===== src/rtl/gray_seq_pkg.sv =====
// Shared types and helpers for the Gray-code run sequencer.
package gray_seq_pkg;

    // Sequencer states
    typedef enum logic [1:0] {
        IDLE = 2'd0,
        RUN  = 2'd1,
        HOLD = 2'd2,
        DONE = 2'd3
    } state_t;

    // Run modes, sampled on start
    localparam logic MODE_ONESHOT = 1'b0;
    localparam logic MODE_CONT    = 1'b1;

    // Widest counter the helper converts; callers zero-extend and truncate.
    localparam int GRAY_MAX_W = 32;

    function automatic logic [GRAY_MAX_W-1:0] bin2gray(input logic [GRAY_MAX_W-1:0] b);
        return b ^ (b >> 1);
    endfunction

endpackage


===== src/rtl/gray_seq_prescaler.sv =====
// Step-rate divider: one tick every (i_div+1) enabled clocks.
// The count is frozen while i_enable is low, so pausing keeps the phase.
module gray_seq_prescaler #(
    parameter int PRESCALE_W = 8
) (
    input  logic                  i_clk,
    input  logic                  i_reset,
    input  logic                  i_clear,
    input  logic                  i_enable,
    input  logic [PRESCALE_W-1:0] i_div,
    output logic                  o_tick
);

    logic [PRESCALE_W-1:0] r_cnt;

    assign o_tick = i_enable && (r_cnt == i_div);

    // Count enabled clocks, return to 0 on tick or clear
    always_ff @(posedge i_clk) begin
        if (i_reset || i_clear) begin
            r_cnt <= '0;
        end else if (i_enable) begin
            r_cnt <= o_tick ? '0 : r_cnt + PRESCALE_W'(1);
        end
    end

endmodule


===== src/rtl/gray_count_sequencer.sv =====
// Run controller for an N-bit Gray-code counter: start/stop/pause,
// prescaled step rate, terminal count, one-shot or continuous mode.
// Optional macro GRAY_SEQ_DOWN_EN adds i_dir for down-counting runs.
module gray_count_sequencer
    import gray_seq_pkg::*;
#(
    parameter int N          = 4,
    parameter int PRESCALE_W = 8
) (
    input  logic                  i_clk,
    input  logic                  i_reset,
    input  logic                  i_start,
    input  logic                  i_stop,
    input  logic                  i_pause,
`ifdef GRAY_SEQ_DOWN_EN
    input  logic                  i_dir,
`endif
    input  logic                  i_mode,
    input  logic [N-1:0]          i_term,
    input  logic [PRESCALE_W-1:0] i_div,
    output logic [N-1:0]          o_gray_count,
    output logic                  o_busy,
    output logic                  o_step,
    output logic                  o_wrap,
    output logic                  o_done
);

    state_t                r_state;
    state_t                w_state_nxt;
    logic [N-1:0]          r_bin;
    logic [N-1:0]          w_bin_nxt;
    logic [N-1:0]          r_gray;
    logic [N-1:0]          r_term;
    logic                  r_mode;
    logic [PRESCALE_W-1:0] r_div;
    logic                  r_step;
    logic                  r_wrap;
    logic                  r_done;
    logic                  w_step;
    logic                  w_wrap;
    logic                  w_done;
    logic                  w_run_active;
    logic                  w_tick;
    logic                  w_dn;
    logic [N-1:0]          w_start_bin;
    logic [N-1:0]          w_end_bin;
    logic [N-1:0]          w_reload_bin;
    logic [N-1:0]          w_adv_bin;

`ifdef GRAY_SEQ_DOWN_EN
    logic r_dir;

    // Direction is part of the run configuration
    always_ff @(posedge i_clk) begin
        if (i_reset) begin
            r_dir <= 1'b0;
        end else if (i_start && !i_stop) begin
            r_dir <= i_dir;
        end
    end

    assign w_dn        = r_dir;
    assign w_start_bin = i_dir ? i_term : '0;
`else
    assign w_dn        = 1'b0;
    assign w_start_bin = '0;
`endif

    // Down runs end at 0 and reload the terminal; up runs the reverse.
    assign w_end_bin    = w_dn ? '0 : r_term;
    assign w_reload_bin = w_dn ? r_term : '0;
    assign w_adv_bin    = w_dn ? r_bin - N'(1) : r_bin + N'(1);

    // Prescaler only advances in an undisturbed RUN cycle
    assign w_run_active = (r_state == RUN) && !i_stop && !i_start && !i_pause;

    gray_seq_prescaler #(
        .PRESCALE_W (PRESCALE_W)
    ) u_prescaler (
        .i_clk    (i_clk),
        .i_reset  (i_reset),
        .i_clear  (i_stop || i_start),
        .i_enable (w_run_active),
        .i_div    (r_div),
        .o_tick   (w_tick)
    );

    // Next state, next count and pulse decode; stop beats start beats pause
    always_comb begin
        w_state_nxt = r_state;
        w_bin_nxt   = r_bin;
        w_step      = 1'b0;
        w_wrap      = 1'b0;
        w_done      = 1'b0;
        if (i_stop) begin
            w_state_nxt = IDLE;
            w_bin_nxt   = '0;
        end else if (i_start) begin
            w_state_nxt = RUN;
            w_bin_nxt   = w_start_bin;
        end else begin
            case (r_state)
                RUN: begin
                    if (i_pause) begin
                        w_state_nxt = HOLD;
                    end else if (w_tick) begin
                        w_step = 1'b1;
                        if (r_bin != w_end_bin) begin
                            w_bin_nxt = w_adv_bin;
                        end else if (r_mode == MODE_ONESHOT) begin
                            w_state_nxt = DONE;
                            w_done      = 1'b1;
                        end else begin
                            w_bin_nxt = w_reload_bin;
                            w_wrap    = 1'b1;
                        end
                    end
                end
                HOLD: begin
                    if (!i_pause) begin
                        w_state_nxt = RUN;
                    end
                end
                DONE: begin
                    w_state_nxt = IDLE;
                end
                default: begin
                end
            endcase
        end
    end

    // State, count, Gray register and pulses update on the same edge
    always_ff @(posedge i_clk) begin
        if (i_reset) begin
            r_state <= IDLE;
            r_bin   <= '0;
            r_gray  <= '0;
            r_step  <= 1'b0;
            r_wrap  <= 1'b0;
            r_done  <= 1'b0;
        end else begin
            r_state <= w_state_nxt;
            r_bin   <= w_bin_nxt;
            r_gray  <= N'(bin2gray(GRAY_MAX_W'(w_bin_nxt)));
            r_step  <= w_step;
            r_wrap  <= w_wrap;
            r_done  <= w_done;
        end
    end

    // Latch run configuration on start; mid-run changes are ignored
    always_ff @(posedge i_clk) begin
        if (i_reset) begin
            r_mode <= MODE_ONESHOT;
            r_term <= '0;
            r_div  <= '0;
        end else if (i_start && !i_stop) begin
            r_mode <= i_mode;
            r_term <= i_term;
            r_div  <= i_div;
        end
    end

    assign o_gray_count = r_gray;
    assign o_busy       = (r_state == RUN) || (r_state == HOLD);
    assign o_step       = r_step;
    assign o_wrap       = r_wrap;
    assign o_done       = r_done;

endmodule


===== config.mk =====
export PLATFORM = sky130hd
export DESIGN_NAME = gray_count_sequencer
export DESIGN_NICKNAME = d
export VERILOG_FILES = /design/src/rtl/gray_seq_pkg.sv /design/src/rtl/gray_seq_prescaler.sv /design/src/rtl/gray_count_sequencer.sv
export SDC_FILE = /design/constraint.sdc
export NUM_CORES = 1
export LEC_CHECK = 0
export BUFFER_PORTS_ARGS = -buffer_cell sky130_fd_sc_hd__buf_2
export CAP_MARGIN = 20
export CORE_ASPECT_RATIO = 0.5
export CORE_MARGIN = 4
export CORE_UTILIZATION = 40
export DETAILED_ROUTE_END_ITERATION = 10
export RECOVER_POWER = 50
export SLEW_MARGIN = 40
export SYNTH_ARGS = -nofsm -noshare
export SYNTH_HDL_FRONTEND = slang
export SYNTH_SLANG_ARGS = --single-unit
export TNS_END_PERCENT = 30

===== constraint.sdc =====
create_clock -name i_clk -period 5.4 [get_ports i_clk]
set_input_delay 1.08 -clock i_clk [delete_from_list [all_inputs] [get_ports i_clk]]
set_output_delay 1.08 -clock i_clk [all_outputs]
set_load 0.01 [all_outputs]

==> summary.txt, run 1 <==
Drt
  • Vias per cell: between 4 and 5
  • Wirelength, routed: about 3400 um
  • Via count: around 1300
  • Post-route DRC: 0
  • Initial DRC Count: 34
  • Wire length per cell: 13.17 um
  • Final ANT Viol Nets: 0
  • DR pass1 iterations: 4

Placement
  • IO buf count: 25
  • Placer Congestion: about 0.76
  • Setup WS pre-CTS: approximately 2.3 ns
  • Placed inst area: 1742 sq um
  • HPWL Detailed: ~2600 um

STA
  • FMAX: between 0.3 and 0.4 GHz
  • Worst-margin pin slew: ~0.51 ns
  • RSZ-0062 raised after global routing: false
  • Final hold violation count: 0
  • Slew headroom: between 60 and 70%
  • Final WS setup: between 2 and 3 ns
  • Clock skew: between 0.006 and 0.007 ns
  • Slew Limit Fails: 0
  • # setup viols final: 0
  • Final Cycle Share: between 50 and 60%
  • Tmin final: between 2 and 3 ns
  • Setup tns final: 0 ns

Critical path
  • Data required, critical path: 5.57 ns
  • Crit path DAT: approximately 3 ns
  • Crit Path Class: input port to flip-flop
  • Worst path max stage delay: roughly 0.55 ns
  • Crit path cell chain: clkbuf_1 > nor4b_4 > and2_4 > nand4_4 > or4b_1 > and2_1 > xnor2_1 > nor2_1
  • CP startpoint: i_stop
  • Slowest cell on crit path: or4b_1
  • Startpoint Class: input port
  • Crit. End Element: flip-flop
  • Reg-to-Reg Start: r_state[1]
  • Crit-path max FO: 12
  • Reg-to-reg slack, setup: ~3.0 ns
  • CP Capture Point: o_gray_count[2]
  • R2r endpoint: o_gray_count[2]
  • Worst r2r path cells: 9

Clock network
  • CTS clk-pin slew, worst paths: roughly 0.07 ns
  • Resize count post-CTS: 0
  • H-tree depth: 2
  • Inserted Clock Buffers: 5
  • TritonCTS clock tree: done
  • # clock sinks: 33
  • Post-CTS setup buffer count: 0
  • Clock buffer depth: 2
  • Post-CTS Hold Buffers: 0
  • Root buffer cell: clkbuf_8
  • Skew-Pair Late Insertion Delay: 0.28 ns

GRT
  • Initial antenna violation count: 0
  • Largest net degree at the start of global routing: 22
  • Number of global-route vias before repair: ~1300
  • Met3 Use GR: under 10%
  • Grt met2 use: a little over a fifth
  • Congestion Overflow GR: 0
  • GRT Total Usage: between 10% and 20%
  • GR peak layer: met2
  • Met1 GRT Util: 20.71%
  • Global-route wire length before repair: 5913 um

Status
  • Status: completed

Yosys
  • Post-synth top area share: between 40% and 50%
  • Async set or reset register ratio after synthesis: 0%
  • Top FF cell, synth: dfxtp_1
  • Number of synthesis warnings: 0
  • Register area share after synthesis: around 41%
  • Post-synth EDFFs: 0
  • Netlist cell types: roughly 40
  • FF+latch count, synth: 33
  • Largest area contributor in the netlist: dfxtp_1
  • Top post-synthesis cells by area: dfxtp_1, xor2_1, nand2_1
  • Mapped Cells: 184
  • Mapped Nets: 207
  • Cell Area, Synth: approximately 1600 sq um
  • Syn avg cell area: approximately 8.7 sq um

Floorplanning
  • Starting Density: approximately 44%
  • Core box area: around 3600 sq um
  • I/O pin cnt: 26
  • DIE WIDTH: ~100 um
  • Die area: about 5100 sq um
  • Die height: 52.64 um
  • Placement Rows: 15

Min path
  • Worst Hold Class: flip-flop to flip-flop

Pwr
  • Total power: roughly 0.00053 W
  • VDD IR max: roughly 100 uV
  • Leakage: between 0.7 and 0.8 nW
  • PD cells: 287.7 nW/um^2

Final layout
  • Syn-to-layout area delta: 15.93%
  • Post-route cell area: between 1500 and 2000 sq um
  • Fin nets: roughly 230
  • Share of layout cells above drive strength 1: roughly 15%
  • ANT cells: 0

Flow run
  • Reported max-cap violation count: 0
==> placed cells by master, fill, tap and decap left out, drive strengths merged, types with 2 or more instances in the layout <==
| cell type | Yosys | routed |
|---|---|---|
| a2111oi | 2 | 2 |
| a21oi | 15 | 15 |
| and2 | 2 | 2 |
| buf | 3 | 17 |
| clkbuf | 5 | 15 |
| dfxtp | 33 | 33 |
| ha | 5 | 5 |
| inv | 5 | 5 |
| nand2 | 30 | 30 |
| nand2b | 4 | 4 |
| nand4 | 7 | 7 |
| nor2 | 26 | 26 |
| nor3 | 2 | 2 |
| o21ai | 6 | 6 |
| xnor2 | 8 | 8 |
| xor2 | 13 | 13 |
==> flip-flops by register name, indices dropped and copies added, names as in the netlist <==
register           flops
u_prescaler.r_cnt      8
r_term                 4
r_mode                 1
o_step                 1
o_done                 1
r_div                  8
o_gray_count           3
r_bin                  4
o_wrap                 1
r_state                2
==> cell type report <==
type	instances	area, sq um
Sequential cell	33	660.6
Multi-Input combinational cell	138	873.3
Tap cell	51	63.81
Timing Repair Buffer	25	115.1
Fill cell	350	1774
Inverter	5	18.77
Clock inverter	1	30.03
Clock buffer	7	86.33
==> worst max-delay path: cells and delay by family <==
kind / cells / cell delay (ns)
XOR/XNOR: 1 / 0.14
buffers and inverters: 1 / 0.16
AND/OR/NAND/NOR: 6 / 1.65
==> Yosys cell counts, types with 2 or more instances <==
library cell / instances
o21ai_0: 5
a21oi_1: 15
a2111oi_0: 2
nor2_1: 25
dfxtp_1: 33
nand4_1: 6
nand2_1: 30
xnor2_1: 8
xor2_1: 13
ha_1: 5
clkbuf_1: 5
nand2b_1: 4
inv_1: 5
==> per-layer routing <==
metal	up-vias	wire length, um
met4	0	19
met5	-	0
met1	575	1963
li1	669	-
met2	26	1278
met3	2	161
==> report_power, final <==
| group | internal, W | switching (W) |
|---|---|---|
| combinational | 0.0000171 | 0.0000263 |
| clock | 0.000150 | 0.0000850 |
| sequential | 0.000249 | 0.00000420 |
| total | 0.000416 | 0.000116 |
==> kinds of logic after synthesis <==
logic type,Yosys count,synth area share (%)
AOI/OAI and AO/OA,30,11.93
xor gates and xnor gates,21,11.54
adders and majority gates,5,3.925
buffers and inverters,13,3.768
DFF,33,41.44
muxes,1,0.6280
and+or+nand+nor,81,26.77
==> through the flow <==
step	cells	hold WS [ns]	util, %
2_1_floorplan	184	0.4478	-
3_3_place_gp	252	0.4553	48.08
3_5_place_dp	252	0.4653	48.08
4_1_cts	260	0.4744	51.30
5_1_grt	260	0.4911	51.02
6_report	260	0.4731	51.02
==> worst min path at each step <==
stage	depth (start not counted)	slack [ns]	startpoint	endpoint
after floorplan	2	0.45	r_div[0]	r_div[0]
after global placement	2	0.46	r_div[1]	r_div[1]
after detailed placement	2	0.47	r_div[1]	r_div[1]
after CTS	2	0.47	r_div[1]	r_div[1]
after global routing	2	0.49	r_div[5]	r_div[5]
final	2	0.47	r_div[5]	r_div[5]
Power figures use the tool's default switching activity.
==> run 2: changes to the inputs <==
clock period = 2.6 ns   (was 5.4 ns; I/O delays follow)
==> run 2 against run 1 <==
Register-to-register slack got worse by 2.7 ns. Hold slack is essentially flat. Global-route usage is 0.34 points higher. Cell count is 0.38% higher.
==> summary.txt, run 2 (synthesis gave the netlist of run 1 again) <==
STA
  • RSZ-0062 raised after global routing: false
  • FMAX: around 0.44 GHz
  • Setup tns final: 0 ns
  • # setup viols final: 0
  • Final hold violation count: 0
  • Slew headroom: roughly 66%
  • Slew Limit Fails: 0
  • Tmin final: between 2 and 2.5 ns
  • Final Cycle Share: between 80% and 90%
  • Clock skew: slightly below 0.005 ns
  • Worst-margin pin slew: 0.5096 ns

Critical path
  • CP Capture Point: o_gray_count[1]
  • Slowest cell on crit path: or4b_1
  • Worst r2r path cells: 9
  • Startpoint Class: flip-flop
  • Crit-path max FO: 12
  • R2r endpoint: o_gray_count[1]
  • Crit path cell chain: inv_1 > ha_1 > nor4b_4 > and2_4 > nand4_4 > or4b_1 > a21boi_2 > xor2_1 > nor2_1
  • Worst path max stage delay: between 0.5 and 0.6 ns
  • Reg-to-reg slack, setup: roughly 0.33 ns
  • Crit. End Element: flip-flop
  • Crit Path Class: flip-flop to flip-flop
  • CP startpoint: r_state[1]
  • Reg-to-Reg Start: r_state[1]
  • Crit path DAT: roughly 2.4 ns
  • Data required, critical path: ~2.8 ns

Clock network
  • Post-CTS setup buffer count: 0
  • CTS clk-pin slew, worst paths: approximately 0.070 ns
  • Skew-Pair Late Insertion Delay: ~0.28 ns
  • Root buffer cell: clkbuf_8
  • Resize count post-CTS: 0
  • H-tree depth: 2
  • Inserted Clock Buffers: 5
  • # clock sinks: 33
  • Clock buffer depth: 2
  • TritonCTS clock tree: done
  • Post-CTS Hold Buffers: 0

Pwr
  • VDD IR max: 211.2 uV
  • Sw Ratio: between 20% and 30%
  • Sequential Power Share: approximately 52%
  • Leakage: 0.7185 nW
  • P_int: between 0.0007 and 0.0008 W
  • PD cells: 547.4 nW/um^2
  • Clock Power Share: just under 40%
  • Total power: about 0.0010 W
  • NetSw: 0.0002414 W
  • Combinational share of power: under 10%

GRT
  • GRT Total Usage: about 15%
  • Number of global-route vias before repair: roughly 1200
  • Initial antenna violation count: 0
  • Global-route wire length before repair: between 5000 and 6000 um
  • Met1 GRT Util: about 23%
  • Congestion Overflow GR: 0
  • Grt met2 use: between 10% and 20%
  • GR peak layer: met1
  • Met3 Use GR: 5.046%
  • Largest net degree at the start of global routing: 22

Drt
  • Wirelength, routed: around 3400 um
  • Via count: around 1300
  • Vias per cell: about 5.0
  • Initial DRC Count: between 60 and 70
  • Final ANT Viol Nets: 0
  • Wire length per cell: 13.17 um
  • Post-route DRC: 0
  • DR pass1 iterations: 4

Floorplanning
  • DIE WIDTH: around 100 um
  • Placement Rows: 15
  • Starting Density: 44.01%
  • I/O pin cnt: 26
  • Die area: about 5100 sq um
  • Die height: 52.64 um
  • Core box area: ~3600 sq um

Final layout
  • Fin nets: 233
  • ANT cells: 0
  • Commonest non-fill, non-tap cell in the layout: dfxtp_1
  • Share of layout cells above drive strength 1: roughly 15%
  • Regs by FF count: r_div: 8 flops, u_prescaler.r_cnt: 8 flops
  • Commonest non-fill, non-tap cells in the layout: dfxtp_1, nand2_1, nor2_1
  • Non-Filler Instances: around 260
  • Syn-to-layout area delta: 14.99%

Placement
  • Placed cells: roughly 250
  • IO buf count: 25
  • HPWL Detailed: about 2600 um
  • Placer Congestion: between 0.8 and 0.9

Status
  • Status: completed

Min path
  • Worst Hold Class: flip-flop to flip-flop

Flow run
  • Reported max-cap violation count: 0
[run 2: worst min-delay path by stage]
| stage | from | to | slack (ns) | depth (start not counted) |
|---|---|---|---|---|
| after global routing | i_div[5] | r_div[5] | 0.48 | 3 |
| after CTS | i_div[0] | r_div[0] | 0.47 | 3 |
| after detailed placement | r_term[1] | r_term[1] | 0.47 | 2 |
| final | r_term[1] | r_term[1] | 0.47 | 2 |
| after floorplan | r_div[0] | r_div[0] | 0.45 | 2 |
| after global placement | r_div[1] | r_div[1] | 0.46 | 2 |
[run 2: critical path, delay by kind of cell (launching register included)]
family	cells	cell delay (ns)
AO/OA/AOI/OAI	1	0.15
XOR/XNOR	1	0.16
adder cells (fa/ha/maj)	1	0.18
buffers and inverters	1	0.07
flip-flops	1	0.36
AND/OR/NAND/NOR	5	1.23
[run 2: area by class of cell]
class / instances / area (sq um)
multi-input cells: 138 / 873.3
well taps: 51 / 63.81
inverters: 5 / 18.77
clock buffers: 7 / 86.33
fillers: 354 / 1789
flip-flops and latches: 33 / 660.6
repair buffers: 27 / 130.1
[run 2: through the flow]
stage | hold slack, ns | util, % | area, sq um | worst slack, ns
after floorplan | 0.4478 | - | 1594 | 0.4504
after global placement | 0.4583 | 48.50 | 1757 | 0.2611
after detailed placement | 0.4657 | 48.50 | 1757 | 0.1926
after CTS | 0.4711 | 50.88 | 1843 | 0.3125
after global routing | 0.4786 | 50.60 | 1833 | 0.09801
final | 0.4731 | 50.60 | 1833 | 0.3277
[run 2: per-layer routing]
metal,vias up,share of wire (%),wire length (um)
met4,0,0.84,29
li1,677,-,-
met2,32,36,1236
met1,582,58,1979
met3,2,5.6,193
met5,-,0,0
[run 2: power by group through the flow]
stage	Combinational, W	Sequential [W]	Clock (W)
3_3_place_gp	0.0000896	0.000536	0
2_1_floorplan	0.0000614	0.000534	0
4_1_cts	0.0000911	0.000525	0.000399
3_5_place_dp	0.0000907	0.000537	0
5_1_grt	0.000103	0.000526	0.000423
6_report	0.0000908	0.000525	0.000387
